<file path="src/rtl/dna_pkg.sv">
`default_nettype none
// ============================================================================
//  Module      : dna_pkg
//  Description : Shared constants and helpers for the DNA search front end:
//                one-hot base codes, controller state encoding and the
//                ASCII-to-base conversion function.
//  Revision    : 1.0 - initial release
// ============================================================================
package dna_pkg;

    // One-hot base codes; N is the wildcard that matches every base
    localparam logic [3:0] BP_A = 4'b1000;
    localparam logic [3:0] BP_C = 4'b0100;
    localparam logic [3:0] BP_G = 4'b0010;
    localparam logic [3:0] BP_T = 4'b0001;
    localparam logic [3:0] BP_N = 4'b1111;

    // One-hot controller states
    localparam logic [5:0] c_IDLE      = 6'b000001;
    localparam logic [5:0] c_ISSUE     = 6'b000010;
    localparam logic [5:0] c_WAIT_LOW  = 6'b000100;
    localparam logic [5:0] c_WAIT_HIGH = 6'b001000;
    localparam logic [5:0] c_REPORT    = 6'b010000;
    localparam logic [5:0] c_FINISH    = 6'b100000;

    // Returns {code, bad}; unknown characters pack as 0000 with bad set
    function automatic logic [4:0] ascii_to_bp(input logic [7:0] ch);
        logic [4:0] w_res;
        case (ch)
            8'h41, 8'h61: w_res = {BP_A, 1'b0};
            8'h43, 8'h63: w_res = {BP_C, 1'b0};
            8'h47, 8'h67: w_res = {BP_G, 1'b0};
            8'h54, 8'h74: w_res = {BP_T, 1'b0};
            8'h4E, 8'h6E: w_res = {BP_N, 1'b0};
            default:      w_res = {4'b0000, 1'b1};
        endcase
        return w_res;
    endfunction

endpackage
`default_nettype wire

</file>
<file path="src/rtl/dna_char_packer.sv">
`default_nettype none
// ============================================================================
//  Module      : dna_char_packer
//  Description : Shifts 4-bit base codes into a sequence register, first base
//                ending in the top nibble. Counts bases up to SEQ_SIZE/4 and
//                flags bytes offered once the register is full.
//  Revision    : 1.0 - initial release
// ============================================================================
module dna_char_packer #(
    parameter int SEQ_SIZE = 32
) (
    input  logic                CLK,
    input  logic                RST,
    input  logic                clear,
    input  logic                load,
    input  logic [3:0]          code,
    output logic [SEQ_SIZE-1:0] seq,
    output logic                full,
    output logic                overflow
);

    localparam int               c_BASES = SEQ_SIZE / 4;
    localparam int               c_CNT_W = $clog2(c_BASES + 1);
    localparam logic [c_CNT_W-1:0] c_FULL  = c_CNT_W'(c_BASES);

    logic [SEQ_SIZE-1:0] r_seq;
    logic [c_CNT_W-1:0]  r_cnt;

    // Shift in a new base unless full; clear empties the register
    always_ff @(posedge CLK or negedge RST) begin
        if (!RST) begin
            r_seq <= '0;
            r_cnt <= '0;
        end else if (clear) begin
            r_seq <= '0;
            r_cnt <= '0;
        end else if (load && (r_cnt != c_FULL)) begin
            r_seq <= {r_seq[SEQ_SIZE-5:0], code};
            r_cnt <= r_cnt + c_CNT_W'(1);
        end
    end

    assign seq      = r_seq;
    assign full     = (r_cnt == c_FULL);
    assign overflow = load & full;

endmodule
`default_nettype wire

</file>
<file path="src/rtl/dna_search_ctrl.sv">
`default_nettype none
// ============================================================================
//  Module      : dna_search_ctrl
//  Description : Packs an ASCII base stream into big/small sequences, then
//                repeatedly drives the searcher START/DONE handshake to list
//                every match location on a valid/ready result port.
//  Revision    : 1.0 - initial release
// ============================================================================
module dna_search_ctrl
    import dna_pkg::*;
#(
    parameter int BIG_SEQ_SIZE            = 32,
    parameter int SMALL_SEQ_SIZE          = 8,
    parameter int OUTER_LOCATION_NUM_SIZE = 5,
    parameter int MATCH_CNT_W             = 4
) (
    input  logic                               CLK,
    input  logic                               RST,
    input  logic                               in_valid,
    output logic                               in_ready,
    input  logic [7:0]                         in_data,
    input  logic                               in_sel,
    input  logic                               clear,
    input  logic                               go,
    output logic                               busy,
    output logic                               fin,
    output logic [MATCH_CNT_W-1:0]             match_count,
    output logic [2:0]                         err,
    output logic                               srch_start,
    output logic [BIG_SEQ_SIZE-1:0]            srch_big_seq,
    output logic [SMALL_SEQ_SIZE-1:0]          srch_small_seq,
    output logic [OUTER_LOCATION_NUM_SIZE-1:0] srch_start_index,
    input  logic                               srch_done,
    input  logic                               srch_found,
    input  logic [OUTER_LOCATION_NUM_SIZE-1:0] srch_location,
    output logic                               res_valid,
    input  logic                               res_ready,
    output logic [OUTER_LOCATION_NUM_SIZE-1:0] res_loc
);

    localparam int                         c_LW          = OUTER_LOCATION_NUM_SIZE;
    localparam logic [c_LW-1:0]            c_FIRST_INDEX = c_LW'(BIG_SEQ_SIZE - 1);
    localparam logic [c_LW-1:0]            c_MIN_REISSUE = c_LW'(SMALL_SEQ_SIZE + 3);
    localparam logic [c_LW-1:0]            c_STEP        = c_LW'(4);
    localparam logic [MATCH_CNT_W-1:0]     c_CNT_MAX     = '1;

    logic [5:0]             r_state;
    logic [5:0]             w_nxt;
    logic                   r_rdy;
    logic                   r_busy;
    logic                   r_fin;
    logic                   r_start;
    logic                   r_valid;
    logic [c_LW-1:0]        r_index;
    logic [c_LW-1:0]        r_loc;
    logic [MATCH_CNT_W-1:0] r_mcount;
    logic [2:0]             r_err;

    logic                   w_idle;
    logic                   w_clear;
    logic                   w_xfer;
    logic [4:0]             w_bp;
    logic                   w_big_full;
    logic                   w_small_full;
    logic                   w_big_ovf;
    logic                   w_small_ovf;
    logic                   w_go;
    logic                   w_go_ok;
    logic                   w_res_hs;
    logic                   w_reissue;

    assign w_idle    = (r_state == c_IDLE);
    assign w_clear   = clear & w_idle;
    assign in_ready  = r_rdy & ~clear;
    assign w_xfer    = in_valid & in_ready;
    assign w_bp      = ascii_to_bp(in_data);
    assign w_go      = go & w_idle & ~clear;
    assign w_go_ok   = w_go & w_big_full & w_small_full;
    assign w_res_hs  = r_valid & res_ready;
    // Guard keeps location-4 from wrapping and stops once the small
    // sequence can no longer fit below the next start index
    assign w_reissue = (r_loc >= c_MIN_REISSUE);

    dna_char_packer #(.SEQ_SIZE(BIG_SEQ_SIZE)) u_big (
        .CLK      (CLK),
        .RST      (RST),
        .clear    (w_clear),
        .load     (w_xfer & ~in_sel),
        .code     (w_bp[4:1]),
        .seq      (srch_big_seq),
        .full     (w_big_full),
        .overflow (w_big_ovf)
    );

    dna_char_packer #(.SEQ_SIZE(SMALL_SEQ_SIZE)) u_small (
        .CLK      (CLK),
        .RST      (RST),
        .clear    (w_clear),
        .load     (w_xfer & in_sel),
        .code     (w_bp[4:1]),
        .seq      (srch_small_seq),
        .full     (w_small_full),
        .overflow (w_small_ovf)
    );

    // State register
    always_ff @(posedge CLK or negedge RST) begin
        if (!RST) r_state <= c_IDLE;
        else      r_state <= w_nxt;
    end

    // Next-state decode
    always_comb begin
        w_nxt = r_state;
        case (r_state)
            c_IDLE:      if (w_go_ok) w_nxt = c_ISSUE;
            c_ISSUE:     w_nxt = c_WAIT_LOW;
            c_WAIT_LOW:  if (!srch_done) w_nxt = c_WAIT_HIGH;
            c_WAIT_HIGH: if (srch_done) w_nxt = srch_found ? c_REPORT : c_FINISH;
            c_REPORT:    if (res_ready) w_nxt = w_reissue ? c_ISSUE : c_FINISH;
            c_FINISH:    w_nxt = c_IDLE;
            default:     w_nxt = c_IDLE;
        endcase
    end

    // Registered handshake/status outputs derived from the next state
    always_ff @(posedge CLK or negedge RST) begin
        if (!RST) begin
            r_rdy   <= 1'b0;
            r_busy  <= 1'b0;
            r_fin   <= 1'b0;
            r_start <= 1'b0;
            r_valid <= 1'b0;
        end else begin
            r_rdy   <= (w_nxt == c_IDLE);
            r_busy  <= (w_nxt != c_IDLE);
            r_fin   <= (w_nxt == c_FINISH);
            r_start <= (w_nxt == c_ISSUE);
            r_valid <= (w_nxt == c_REPORT);
        end
    end

    // Search index, captured location and saturating match counter
    always_ff @(posedge CLK or negedge RST) begin
        if (!RST) begin
            r_index  <= '0;
            r_loc    <= '0;
            r_mcount <= '0;
        end else begin
            if (w_go_ok) begin
                r_index  <= c_FIRST_INDEX;
                r_mcount <= '0;
            end
            if ((r_state == c_WAIT_HIGH) && srch_done)
                r_loc <= srch_location;
            if ((r_state == c_REPORT) && w_res_hs) begin
                if (r_mcount != c_CNT_MAX) r_mcount <= r_mcount + MATCH_CNT_W'(1);
                if (w_reissue) r_index <= r_loc - c_STEP;
            end
        end
    end

    // Sticky error flags {incomplete, overflow, bad_char}
    always_ff @(posedge CLK or negedge RST) begin
        if (!RST) begin
            r_err <= '0;
        end else if (w_clear) begin
            r_err <= '0;
        end else begin
            if (w_xfer && w_bp[0])           r_err[0] <= 1'b1;
            if (w_big_ovf || w_small_ovf)    r_err[1] <= 1'b1;
            if (w_go && !(w_big_full && w_small_full)) r_err[2] <= 1'b1;
        end
    end

    assign busy             = r_busy;
    assign fin              = r_fin;
    assign match_count      = r_mcount;
    assign err              = r_err;
    assign srch_start       = r_start;
    assign srch_start_index = r_index;
    assign res_valid        = r_valid;
    assign res_loc          = r_loc;

endmodule
`default_nettype wire

</file>
<file path="config.mk">
export PLATFORM = sky130hd
export DESIGN_NAME = dna_search_ctrl
export DESIGN_NICKNAME = d
export VERILOG_FILES = /design/src/rtl/dna_pkg.sv /design/src/rtl/dna_char_packer.sv /design/src/rtl/dna_search_ctrl.sv
export SDC_FILE = /design/constraint.sdc
export NUM_CORES = 1
export LEC_CHECK = 0
export ABC_AREA = 1
export BUFFER_PORTS_ARGS = -buffer_cell sky130_fd_sc_hd__buf_4
export CORE_MARGIN = 2
export CORE_UTILIZATION = 44
export DETAILED_ROUTE_END_ITERATION = 6
export PLACE_DENSITY = 0.74
export SYNTH_ARGS = -nofsm -noshare
export SYNTH_HDL_FRONTEND = slang
export SYNTH_SLANG_ARGS = --single-unit
export TNS_END_PERCENT = 5
</file>
<file path="constraint.sdc">
create_clock -name CLK -period 1.6 [get_ports CLK]
set_input_delay 0.32 -clock CLK [delete_from_list [all_inputs] [get_ports CLK]]
set_output_delay 0.32 -clock CLK [all_outputs]
set_load 0.02 [all_outputs]
</file>
==> results of run 1 <==
==> metal layers <==
layer	wire, um	up-vias	share of wire
li1	-	1393	-
met1	3130	1300	0.43
met2	3670	66	0.50
met3	409	9	0.056
met4	82	0	0.011
met5	0	-	0
==> cells in the final DEF, fill, tap and decap left out, types with 2 or more instances in the layout <==
master,count
inv_1,72
o22ai_1,27
dfrtp_1,72
inv_2,2
xnor2_1,2
nand4_1,2
ha_1,6
nand2_2,7
clkbuf_8,9
buf_4,90
nor2_1,18
o21ai_1,7
clkinv_4,2
buf_12,2
a21oi_1,8
nand2_4,2
nand3_4,2
clkinvlp_4,3
nand2_1,74
xor2_1,2
nand3_1,26
nor2_8,2
nor2_4,7
o21ai_0,19
==> worst min-delay path by stage <==
stage / startpoint / to / slack (ns) / cells past startpoint
after floorplan: RST / busy / 0.02 / 0
after global placement: RST / match_count[0] / 0.22 / 1
after detailed placement: RST / match_count[0] / 0.23 / 1
after CTS: srch_done / r_state[3] / 0.12 / 2
after global routing: srch_done / r_state[3] / 0.13 / 2
final: srch_done / r_state[3] / 0.14 / 2
==> power by group <==
part / internal, uW / total [uW] / leakage, uW / switching (uW)
clock: 730 / 1480 / 0.0000921 / 747
combinational: 91.6 / 234 / 0.00127 / 143
sequential: 1880 / 1890 / 0.000974 / 6.74
==> what timing repair did <==
| action | CTS | global route |
|---|---|---|
| hold buffers | 1 | 0 |
| gates resized for setup | 1 | 14 |
| gates cloned | 0 | 2 |
| endpoints found under the hold margin | 19 | 0 |
| setup endpoints to repair | 5 | 54 |
| pin swaps | 0 | 5 |
| setup buffers | 0 | 4 |
==> through the flow <==
step	hold WS [ns]	cells	utilization
floorplan	0.0244	374	-
finish	0.141	578	0.606
global route	0.126	578	0.606
global placement	0.224	555	0.563
CTS	0.123	572	0.593
detailed placement	0.228	555	0.563
==> cell type report <==
class / instances / area [um^2]
inverters: 75 / 282
repair buffers: 95 / 752
multi-input cells: 219 / 1230
clock inverters: 7 / 78.8
flip-flops and latches: 74 / 1850
fillers: 644 / 2890
well taps: 99 / 124
clock buffers: 9 / 124
==> sequential cells by signal, indices dropped and copies added, names as in the netlist, 2 cells and up <==
| signal | count |
|---|---|
| u_big.seq | 32 |
| u_small.seq | 8 |
| r_state | 6 |
| res_loc | 5 |
| srch_start_index | 5 |
| match_count | 4 |
| u_big.r_cnt | 4 |
| err | 3 |
| u_small.r_cnt | 2 |
==> kinds of logic after synthesis <==
| family | Yosys count |
|---|---|
| DFF | 74 |
| AOI/OAI and AO/OA | 62 |
| and+or+nand+nor | 145 |
| buffers and inverters | 83 |
| adders and majority gates | 6 |
| xor gates and xnor gates | 4 |
==> qor.txt, run 1 <==
pin count of the biggest net entering global routing = 55
count leader, synth = nand2_1
post-route cell area = 4440 um^2
met2 Use GR = 0.305
WL final = 7.29 mm
Most Frequent Cell on Critical Path = nand2_2
CTS buffer count = 9
total clock sinks = 74
EDFF count, synth = 0
Slew HR = 0.646
power per cell area = 810 nW/um^2
Cells after Synth = 374
area delta synth->final = 32.0%
worst r2r src = r_state[4]
critical path's largest stage delay = 0.45 ns
Die Wd = 91.5 um
Yosys warning count = 0
# setup viols final = 0
clk buf depth = 2
CP arrival = 1.73 ns
Worst Path Buf+Inv = 1
Final Hold Vio Count = 0
Reg clk slew, reported paths = 0.08 ns
Starting Density = 0.459
Top Family by Delay on Critical Path = simple AND/OR/NAND/NOR gates
Mapped Area = 3370 um^2
post-detailed-route count of antenna-violating nets = 0
cell depth of the worst setup path = 7
critical path cell sequence = nor2_4 -> nand2_2 -> nor2_8 -> nand2_4 -> nand2_2 -> buf_6 -> o21ai_0
1st-pass router iterations = 4
met1 Usage GRT = 0.226
post-synthesis compound-gate area fraction = 0.104
Die Y = 91.5 um
Period minus WS final = 1.50 ns
r2r endpoint = u_big.seq[6]
Syn Area/Cell = 9.00 um^2
vias = 2768
max-slew violations = 0
latest clock arrival within the worst-skew pair = 0.35 ns
Simple-Gate Fraction of Synth Area = 0.210
status = finished clean
CTS H-Tree Depth = 3
TNS Setup = 0 ns
I/O pin cnt = 84
die area = 8360 um^2
clk root buf = clkbuf_8
Post-Synth XOR/XNOR Area = 0.0104
fin crit share = 0.940
hold crit path type = input port to flip-flop
mux contribution to synthesized area = 0
initial antenna violation count = 0
Critical path destination = u_big.seq[6]
antenna cells = 0
static leakage = 0.00234 uW
Synth area leaders = dfrtp_1, nand2_1, inv_1
GRT Util Overall = 0.182
VDD IR max = 0.416 mV
I/O Buffers = 82
ratio of cells with drive above 1 in the final layout = 0.292
R2R cell count = 7
DRC Markers = 0
Core Area = 7330 um^2
wire length per cell = 12.6 um
Placer Congestion = 0.786
achievable clock frequency = 0.665 GHz
critical path's slowest cell = dfrtp_2
FF+latch count, synth = 74
Final nets = 502
reg2reg setup slack = 0.1 ns
DP Area = 4130 um^2
Cell variety after synth = 31
adder-cell share of the synthesized area = 0.0223
worst clock skew = 0.00742 ns
hpwl dp = 5.13 mm
share of the synthesized area in the top cell type = 0.543
largest family of logic cells by synthesized area = simple AND/OR/NAND/NOR gates
ys flop type = dfrtp_1
Post-synth top cells = nand2_1, dfrtp_1, inv_1
post-route total power = 3600 uW
RSZ-0062 raised after global routing = yes
most crowded layer after global routing = met2
CTS tree = done
Critical Path RT = 1.82 ns
Worst-Margin Slew = 0.529 ns
max_cap viols = 0
first-pass GRT wire length = 12.3 mm
GR Overflow Total = 0
GR Util met3 = 0.0432
Setup crit end kind = flip-flop
vias in the first global route = 2728
initial DRC count = 109
cell taking the most area after synthesis = dfrtp_1
dpl ws = -0.0236 ns
CP startpoint = r_state[4]
critical path type = flip-flop to flip-flop
Post-Syn Nets = 402
critical-path maximum fanout = 15
via/cell ratio = 4.79
final worst slack = 0.0962 ns
Critical Path Start Type = flip-flop
FP Rows = 31
sequential-to-total area share from yosys stat = 0.551
asr flop ratio synth = 1.00
Power figures use the tool's default switching activity.
==> inputs of run 2 (changes only) <==
--- a/config.mk
+++ b/config.mk
@@ -7,6 +7,7 @@
 export LEC_CHECK = 0
 export ABC_AREA = 1
 export BUFFER_PORTS_ARGS = -buffer_cell sky130_fd_sc_hd__buf_4
+export CORE_ASPECT_RATIO = 2
 export CORE_MARGIN = 2
 export CORE_UTILIZATION = 44
 export DETAILED_ROUTE_END_ITERATION = 6
==> qor.txt, run 2 (synthesized netlist as in run 1, its figures left out) <==
fin crit share = 0.944
final worst slack = 0.0894 ns
post-CTS setup buffer count = 0
clk buf depth = 2
max-slew violations = 0
Worst Path Buf+Inv = 3
# setup viols final = 0
initial DRC count = 125
area delta synth->final = 33.0%
dpl ws = -0.0382 ns
latest clock arrival within the worst-skew pair = 0.34 ns
commonest cells after routing, fill and taps aside = buf_4, nand2_1, inv_1, dfrtp_1, o22ai_1
status = finished clean
I/O Buffers = 82
CTS buffer count = 9
WL final = 7.29 mm
I/O pin cnt = 84
Setup crit end kind = flip-flop
R2R cell count = 10
CTS tree = done
Die Y = 128 um
wire length per cell = 12.8 um
GRT Util Overall = 0.191
Core Area = 7490 um^2
vias in the first global route = 2704
pin count of the biggest net entering global routing = 32
Critical Path RT = 1.88 ns
critical path's slowest cell = dfrtp_1
critical path type = flip-flop to flip-flop
CTS H-Tree Depth = 3
final core occ = 0.598
# fillers = 657
CP arrival = 1.79 ns
Placer Congestion = 0.779
worst r2r src = u_big.r_cnt[0]
hpwl dp = 5.24 mm
Largest register FFs = 32
total clock sinks = 74
cell depth of the worst setup path = 10
clk root buf = clkbuf_16
RSZ-0062 raised after global routing = no
initial antenna violation count = 0
antenna cells = 0
first-pass GRT wire length = 12.3 mm
Starting Density = 0.449
critical-path maximum fanout = 13
die area = 8410 um^2
post-detailed-route count of antenna-violating nets = 0
max_cap viols = 0
worst clock skew = 0.00778 ns
DP Area = 4160 um^2
achievable clock frequency = 0.662 GHz
Critical Path Start Type = flip-flop
most common cell after layout, fill and taps aside = buf_4
reg2reg setup slack = 0.09 ns
critical path's largest stage delay = 0.41 ns
vias = 2759
Final Hold Vio Count = 0
DRC Markers = 0
GR Overflow Total = 0
Period minus WS final = 1.51 ns
Fin Hold WS = 0.162 ns
critical path cell sequence = inv_1 -> ha_1 -> nand3_2 -> nor2_4 -> nand3_4 -> nand2_1 -> inv_1 -> nand2_1 -> nand2_1 -> inv_1
Top Family by Delay on Critical Path = simple AND/OR/NAND/NOR gates
Final nets = 499
Critical path destination = srch_start_index[2]
post-route cell area = 4480 um^2
FP Rows = 45
1st-pass router iterations = 4
hold crit path type = input port to flip-flop
Worst-Margin Slew = 0.424 ns
ratio of cells with drive above 1 in the final layout = 0.279
VDD IR max = 0.853 mV
Reg clk slew, reported paths = 0.06 ns
power per cell area = 900 nW/um^2
Die Wd = 65.8 um
Slew HR = 0.717
via/cell ratio = 4.84
r2r endpoint = srch_start_index[2]
post-route total power = 4030 uW
CP startpoint = u_big.r_cnt[0]
static leakage = 0.00238 uW
==> run 2: cell count changes in the layout (fill, tap and decap cells not counted), moves of 2 or more <==
| cell | change |
|---|---|
| inv_6 | +2 |
| nand2_2 | -2 |
| clkinvlp_4 | -2 |
| clkbuf_16 | +9 |
| nand2_1 | +2 |
| clkbuf_8 | -9 |
==> run 2: final cells by class <==
type	count	area, um^2	area share
Clock buffer	9	225	0.0503
Timing Repair Buffer	94	746	0.167
Sequential cell	74	1850	0.414
Multi-Input combinational cell	217	1190	0.266
Inverter	75	282	0.0629
Clock inverter	7	60.1	0.0134
Tap cell	94	118	0.0263
==> run 2: repair_timing <==
| item | in CTS | in global routing |
|---|---|---|
| hold endpoints to repair | 28 | 0 |
| gates resized for setup | 1 | 6 |
| pin swaps | 0 | 2 |
| hold buffers | 1 | 0 |
| cloned | 0 | 0 |
| setup endpoints to repair | 10 | 42 |
==> run 2: power by group <==
part           total (uW)  internal [uW]  leakage, uW  switching, uW
registers            1890           1880     0.000975           6.56
logic                 230           90.1      0.00126            140
clock network        1910           1070     0.000137            836
total                4030           3040      0.00238            982
==> run 2: metal layers <==
layer / GRT usage / vias to the layer above / part of all wire
met2: 0.300 / 70 / 0.49
met1: 0.244 / 1294 / 0.43
met4: 0.0919 / 0 / 0.024
met5: 0 / - / 0
li1: - / 1381 / -
met3: 0.0492 / 14 / 0.054
==> run 2: worst min path at each step <==
stage            endpoint  startpoint  slack, ns  cells after the start
2_1_floorplan        busy         RST       0.02                      0
3_3_place_gp   r_state[5]         RST       0.29                      1
3_5_place_dp   r_state[5]         RST       0.29                      1
4_1_cts        r_state[3]   srch_done       0.15                      2
5_1_grt        r_state[3]   srch_done       0.16                      2
6_report       r_state[3]   srch_done       0.16                      2
==> run 2: through the flow <==
stage	cells	TNS [ns]
floorplan	374	0
global placement	553	-0.0222
detailed placement	553	-0.0648
CTS	570	-0.00215
global route	570	0
finish	570	0
